[src/rtl/digit_reverse_reorder_pkg.sv]
// Shared FFT constants and the base-4 digit-reversal helper used by the reorder
// block (and by the SDF stages feeding it).
package digit_reverse_reorder_pkg;

    localparam int unsigned DEFAULT_WIDTH = 32;
    localparam int unsigned DEFAULT_N     = 16;
    localparam int unsigned MAX_DIGITS    = 15;

    typedef enum logic {
        StIdle,
        StRead
    } rd_state_t;

    // Number of base-4 digits in an index over n points (n a power of 4).
    function automatic int unsigned log4(input int unsigned n);
        int unsigned r;
        r = 0;
        for (int unsigned d = 0; d < MAX_DIGITS; d++) begin
            if ((32'd1 << (2 * d)) == n) r = d;
        end
        return r;
    endfunction

    // Reverse the order of the low 'digits' base-4 digits of idx.
    function automatic int unsigned digit_rev(input int unsigned idx, input int unsigned digits);
        int unsigned rev;
        rev = 0;
        for (int unsigned d = 0; d < MAX_DIGITS; d++) begin
            if (d < digits) rev = (rev << 2) | ((idx >> (2 * d)) & 32'd3);
        end
        return rev;
    endfunction

endpackage

[src/rtl/reorder_bank.sv]
// Ping-pong sample store: two banks of Depth complex words, four write lanes and
// four asynchronous read lanes, each side choosing its bank independently.
module reorder_bank #(
    parameter int unsigned WIDTH = 32,
    parameter int unsigned Depth = 16
) (
    input  logic                                clock,
    input  logic                                wr_en,
    input  logic                                wr_sel,
    input  logic [3:0][$clog2(Depth)-1:0]       wr_addr,
    input  logic [3:0][2*WIDTH-1:0]             wr_data,
    input  logic                                rd_sel,
    input  logic [3:0][$clog2(Depth)-1:0]       rd_addr,
    output logic [3:0][2*WIDTH-1:0]             rd_data
);

    localparam int unsigned AW = $clog2(Depth);

    logic [2*WIDTH-1:0] mem [2*Depth];

    // Write all four lanes of a beat; lane addresses within a beat never collide.
    always_ff @(posedge clock) begin
        if (wr_en) begin
            for (int l = 0; l < 4; l++) begin
                mem[{wr_sel, wr_addr[l]}] <= wr_data[l];
            end
        end
    end

    // Combinational read so the top can register a beat one cycle after addressing it.
    always_comb begin
        rd_data = '0;
        for (int l = 0; l < 4; l++) begin
            rd_data[l] = mem[{rd_sel, rd_addr[l]}];
        end
    end

    logic [AW:0] unused_width_check;
    assign unused_width_check = '0;

endmodule

[src/rtl/digit_reverse_reorder.sv]
// Converts the 4-lane digit-reversed FFT stream into natural order. Input beats
// are scattered into one bank at digit-reversed addresses; once a frame is
// complete the read side streams that bank out linearly while the next frame
// fills the other bank.
module digit_reverse_reorder
    import digit_reverse_reorder_pkg::*;
#(
    parameter int unsigned WIDTH          = DEFAULT_WIDTH,
    parameter int unsigned Num_of_samples = DEFAULT_N
) (
    input  logic             clock,
    input  logic             reset,
    input  logic             input_en,
    input  logic [WIDTH-1:0] input_real_0,
    input  logic [WIDTH-1:0] input_real_1,
    input  logic [WIDTH-1:0] input_real_2,
    input  logic [WIDTH-1:0] input_real_3,
    input  logic [WIDTH-1:0] input_imag_0,
    input  logic [WIDTH-1:0] input_imag_1,
    input  logic [WIDTH-1:0] input_imag_2,
    input  logic [WIDTH-1:0] input_imag_3,
    output logic             output_en,
    output logic [WIDTH-1:0] output_real_0,
    output logic [WIDTH-1:0] output_real_1,
    output logic [WIDTH-1:0] output_real_2,
    output logic [WIDTH-1:0] output_real_3,
    output logic [WIDTH-1:0] output_imag_0,
    output logic [WIDTH-1:0] output_imag_1,
    output logic [WIDTH-1:0] output_imag_2,
    output logic [WIDTH-1:0] output_imag_3,
    output logic             output_last
);

    localparam int unsigned   AW        = $clog2(Num_of_samples);
    localparam int unsigned   CW        = AW - 2;
    localparam int unsigned   DIGITS    = log4(Num_of_samples);
    localparam logic [CW-1:0] LAST_BEAT = CW'(Num_of_samples / 4 - 1);

    logic [3:0][2*WIDTH-1:0] wr_data;
    logic [3:0][2*WIDTH-1:0] rd_data;
    logic [3:0][AW-1:0]      wr_addr;
    logic [3:0][AW-1:0]      rd_addr;

    logic [CW-1:0] wr_cnt_q;
    logic          wr_bank_q;
    logic [CW-1:0] rd_cnt_q, rd_cnt_d;
    logic          rd_bank_q, rd_bank_d;
    rd_state_t     state_q, state_d;

    logic frame_done;
    logic rd_load;
    logic rd_last;

    logic [3:0][WIDTH-1:0] out_real_q;
    logic [3:0][WIDTH-1:0] out_imag_q;
    logic                  out_en_q;
    logic                  out_last_q;

    assign wr_data[0] = {input_real_0, input_imag_0};
    assign wr_data[1] = {input_real_1, input_imag_1};
    assign wr_data[2] = {input_real_2, input_imag_2};
    assign wr_data[3] = {input_real_3, input_imag_3};

    assign frame_done = input_en && (wr_cnt_q == LAST_BEAT);

    // Lane j of beat k is linear index 4k+j; scatter it to its digit-reversed slot
    // and read back linearly on the other side.
    always_comb begin
        wr_addr = '0;
        rd_addr = '0;
        for (int j = 0; j < 4; j++) begin
            wr_addr[j] = AW'(digit_rev(32'({wr_cnt_q, 2'(j)}), DIGITS));
            rd_addr[j] = {rd_cnt_q, 2'(j)};
        end
    end

    reorder_bank #(
        .WIDTH (WIDTH),
        .Depth (Num_of_samples)
    ) u_bank (
        .clock   (clock),
        .wr_en   (input_en),
        .wr_sel  (wr_bank_q),
        .wr_addr (wr_addr),
        .wr_data (wr_data),
        .rd_sel  (rd_bank_q),
        .rd_addr (rd_addr),
        .rd_data (rd_data)
    );

    // Write beat counter and bank pointer; both only move on valid input beats.
    always_ff @(posedge clock or negedge reset) begin
        if (!reset) begin
            wr_cnt_q  <= '0;
            wr_bank_q <= 1'b0;
        end else if (input_en) begin
            wr_cnt_q <= frame_done ? '0 : wr_cnt_q + 1'b1;
            if (frame_done) wr_bank_q <= ~wr_bank_q;
        end
    end

    // Read FSM state, beat counter and selected bank.
    always_ff @(posedge clock or negedge reset) begin
        if (!reset) begin
            state_q   <= StIdle;
            rd_cnt_q  <= '0;
            rd_bank_q <= 1'b0;
        end else begin
            state_q   <= state_d;
            rd_cnt_q  <= rd_cnt_d;
            rd_bank_q <= rd_bank_d;
        end
    end

    // Start a read burst on the bank just filled; chain straight into the next
    // frame when it completes on the same edge as our final beat.
    always_comb begin
        state_d   = state_q;
        rd_cnt_d  = rd_cnt_q;
        rd_bank_d = rd_bank_q;
        rd_load   = 1'b0;
        rd_last   = 1'b0;
        unique case (state_q)
            StIdle: begin
                if (frame_done) begin
                    state_d   = StRead;
                    rd_cnt_d  = '0;
                    rd_bank_d = wr_bank_q;
                end
            end
            StRead: begin
                rd_load  = 1'b1;
                rd_last  = (rd_cnt_q == LAST_BEAT);
                rd_cnt_d = rd_cnt_q + 1'b1;
                if (rd_last) begin
                    if (frame_done) begin
                        rd_cnt_d  = '0;
                        rd_bank_d = wr_bank_q;
                    end else begin
                        state_d = StIdle;
                    end
                end
            end
            default: state_d = StIdle;
        endcase
    end

    // Output registers: data loads only on read beats and otherwise holds.
    always_ff @(posedge clock or negedge reset) begin
        if (!reset) begin
            out_en_q   <= 1'b0;
            out_last_q <= 1'b0;
            out_real_q <= '0;
            out_imag_q <= '0;
        end else begin
            out_en_q   <= rd_load;
            out_last_q <= rd_load && rd_last;
            if (rd_load) begin
                for (int j = 0; j < 4; j++) begin
                    out_real_q[j] <= rd_data[j][2*WIDTH-1:WIDTH];
                    out_imag_q[j] <= rd_data[j][WIDTH-1:0];
                end
            end
        end
    end

    assign output_en     = out_en_q;
    assign output_last   = out_last_q;
    assign output_real_0 = out_real_q[0];
    assign output_real_1 = out_real_q[1];
    assign output_real_2 = out_real_q[2];
    assign output_real_3 = out_real_q[3];
    assign output_imag_0 = out_imag_q[0];
    assign output_imag_1 = out_imag_q[1];
    assign output_imag_2 = out_imag_q[2];
    assign output_imag_3 = out_imag_q[3];

endmodule

[config.mk]
export PLATFORM = sky130hd
export DESIGN_NAME = digit_reverse_reorder
export DESIGN_NICKNAME = d
export VERILOG_FILES = /design/src/rtl/digit_reverse_reorder_pkg.sv /design/src/rtl/reorder_bank.sv /design/src/rtl/digit_reverse_reorder.sv
export SDC_FILE = /design/constraint.sdc
export NUM_CORES = 2
export LEC_CHECK = 0
export ABC_AREA = 1
export CAP_MARGIN = 25
export CORE_MARGIN = 2
export CORE_UTILIZATION = 55
export DETAILED_ROUTE_END_ITERATION = 10
export PLACE_DENSITY = 0.74
export SETUP_SLACK_MARGIN = 0.15
export SLEW_MARGIN = 30
export SYNTH_ARGS = -nofsm -noshare
export SYNTH_HDL_FRONTEND = slang
export SYNTH_SLANG_ARGS = --single-unit
[constraint.sdc]
create_clock -name clock -period 16.24 [get_ports clock]
set_clock_uncertainty 0.15 [all_clocks]
set_input_delay 2.436 -clock clock [delete_from_list [all_inputs] [get_ports clock]]
set_output_delay 2.436 -clock clock [all_outputs]
set_load 0.01 [all_outputs]
==> summary.txt <==
Status
  – Status: finished, final reports clean

Worst setup path
  – Crit path required time: between 15 and 20 ns
  – Setup crit end kind: flip-flop
  – CP startpoint kind: input port
  – Crit Path Class: input port to flip-flop
  – CP Data Arrival Time: 6.01 ns
  – Max Fanout on Critical Path: 60

CTS
  – CTS Hold Bufs: 0
  – Post-CTS resize count: 0
  – CTS tree: built
  – Max Root-Sink Buffers: 3
  – Clock transition at path regs: about 0.06 ns
  – Root buf cell: clkbuf_16
  – Max H-tree Level: 4
  – Clock Sinks: around 2300
  – Worst-Skew Late Latency: around 0.86 ns
  – Post-CTS setup buffer count: 0
  – Num CTS Buffers: about 220

Flow run
  – Maxcap violations: 0

Logic synthesis
  – Post-Syn Nets: around 8700
  – Netlist Area Pre-Place: around 93000 sq um
  – Syn Inst Count: about 8400
  – Mean area per synthesized cell: 11.13 sq um
  – Yosys warnings: 0
  – Sequential share of the synthesized area: 72.89%
  – Yosys reg bits: approximately 2300
  – Post-synth cell types: 19

Finish
  – Final-stage net count: 9032
  – Share of cells above drive strength 1: about 5.3%
  – Area growth syn-to-layout: 15.48%
  – Max reg flops: between 2000 and 2500

Routing
  – Vias per cell: around 5.5
  – DRC viols: 0
  – 1st-iter DRT viols: 6473
  – Via count: 61620
  – First-pass DRT Iterations: 6
  – Final wirelength: 228.4 mm
  – WL/cell: ~20 um
  – Post-DRT Antenna Nets: 0

Pwr
  – Switching part of the total: about 36%
  – Clock Power Share: a little over a quarter
  – Internal Power: 12.51 mW
  – Net switching power: just under 7 mW
  – Leak pwr: approximately 44 nW
  – Gate power share: 32.2%
  – Seq pwr share: 41.2%
  – Power Density: 180.0 nW/um^2
  – Max VDD drop: between 200 and 300 uV

Global routing
  – Vias in the first global route: just over 60000
  – Total grt overflow: 0
  – Gr usage total: a little over a quarter
  – First-pass GRT wire length: around 350 mm
  – Initial antenna violation count: 31
  – Largest net degree at the start of global routing: ~240

STA
  – Worst rel slew slack: 17.79%
  – Final period utilization: about a third
  – Setup TNS: 0 ns
  – Max Slew Vio Count: 0
  – Final setup viols: 0
  – Crit path time final: roughly 5.7 ns
  – Final hold violation count: 0
  – RSZ-0062 raised after global routing: false
  – Final worst-path setup slack: 10.54 ns
  – Max frequency: 175.5 MHz
  – Slew @ Worst Pin: between 1 and 1.5 ns

Placed design
  – GP Congestion: just under 0.8
  – Post-Place Setup Slack: ~10 ns
  – Post-detail-place hpwl: 126.4 mm
  – Port bufs: just over 500

Die
  – Boundary Pins: slightly above 500
  – Core Box Area: 169100 sq um
  – Die Wd: 416.3 um
  – Initial Util: 55.28%
  – Die area: roughly 170000 sq um
  – Die height: ~420 um
  – Row Count: between 150 and 200

Worst hold path
  – Hold Crit Class: flip-flop to flip-flop
-- Yosys cell counts --
master / count / area [sq um]
buf_6: 6 / 67.56
edfxtp_1: 2048 / 61500
buf_2: 259 / 1296
buf_4: 22 / 165.2
clkinv_1: 2 / 7.510
ha_1: 5 / 62.56
dfrtp_1: 265 / 6631
inv_1: 946 / 3551
inv_4: 1 / 6.260
clkbuf_1: 104 / 390.4
nand3_1: 1496 / 7487
o22ai_1: 1 / 6.260
buf_1: 63 / 236.5
nor2_1: 8 / 30.03
or2_2: 47 / 294.0
a21oi_1: 1 / 5.000
clkinv_2: 1 / 5.000
o21ai_0: 6 / 30.03
nand2_1: 3118 / 11700
-- stage by stage --
stage	area (sq um)	cells	utilization, %	total power [mW]	hold WS, ns
3_5_place_dp	100200	10750	59.25	14.27	0.3150
5_1_grt	107900	11210	63.83	20.41	0.3519
4_1_cts	107600	11180	63.64	19.44	0.3312
2_1_floorplan	93470	8399	-	12.16	0.1987
3_3_place_gp	100000	10750	59.15	14.08	0.3113
6_report	107900	11210	63.84	19.43	0.3242
-- cells in the final DEF (no fill, tap or decap), types with 25 or more instances in the layout --
| cell | count |
|---|---|
| edfxtp_1 | 2048 |
| clkinv_1 | 25 |
| dfrtp_1 | 261 |
| nand2_1 | 3118 |
| buf_4 | 49 |
| clkdlybuf4s50_1 | 515 |
| or2_2 | 47 |
| clkbuf_16 | 226 |
| diode_2 | 28 |
| clkbuf_8 | 33 |
| clkbuf_1 | 68 |
| nand3_1 | 1496 |
| inv_1 | 946 |
| clkinv_2 | 32 |
-- path summary, 6_finish.rpt --
kind / depth (start not counted) / endpoint / start / slack, ns
min in group asynchronous: 1 / output_real_0[15]$_DFFE_PN0P_ / reset / 1.43
setup reg to reg: 10 / output_real_1[28]$_DFFE_PN0P_ / rd_cnt_q[0]$_DFFE_PN0P_ / 11.97
setup / recovery: 6 / u_bank.mem[23][59]$_DFFE_PP_ / input_en / 10.54
hold reg to reg: 2 / output_real_3[31]$_DFFE_PN0P_ / output_real_3[31]$_DFFE_PN0P_ / 0.32
max in group asynchronous: 3 / output_imag_0[11]$_DFFE_PN0P_ / reset / 12.41
hold / removal: 2 / output_real_3[31]$_DFFE_PN0P_ / output_real_3[31]$_DFFE_PN0P_ / 0.32
-- logic make-up after synthesis --
kind of cell	Yosys count	share of synthesized area (%)
buffers and inverters	1404	6.125
adders and majority gates	5	0.06693
AOI/OAI and AO/OA	8	0.04417
and+or+nand+nor	4669	20.88
DFF	2313	72.89
-- cell type report --
cell class	instances	area, sq um
Antenna cell	28	70.07
Clock buffer	327	6365
Clock inverter	96	1056
Fill cell	12220	61150
Inverter	950	3613
Multi-Input combinational cell	4682	19680
Sequential cell	2313	68150
Tap cell	2218	2775
Timing Repair Buffer	600	6238
-- critical path: stages --
cell and delay, ns:
clkdlybuf4s50_1 0.67, nand2_1 0.32, nor2_4 0.17, buf_4 0.65
buf_4 0.77, buf_4 0.79
-- power by group through the flow --
| stage | logic [mW] | registers (mW) | clock network (mW) |
|---|---|---|---|
| final | 6.26 | 8.01 | 5.17 |
| after CTS | 6.22 | 8.00 | 5.22 |
| after detailed placement | 6.16 | 8.11 | 0 |
| after global routing | 6.88 | 8.07 | 5.46 |
| after global placement | 5.99 | 8.09 | 0 |
| after floorplan | 3.81 | 8.35 | 0 |
-- layer usage --
metal,vias to the layer above,global-route usage [%],wire [um],share of wire (%)
met5,-,0,47,0.021
met4,10,13.11,10260,4.5
met2,2626,43.17,113200,50
met3,474,3.502,15530,6.8
met1,30050,33.99,89340,39
li1,28460,-,-,-
No activity file was read; power rests on OpenSTA's default activity.
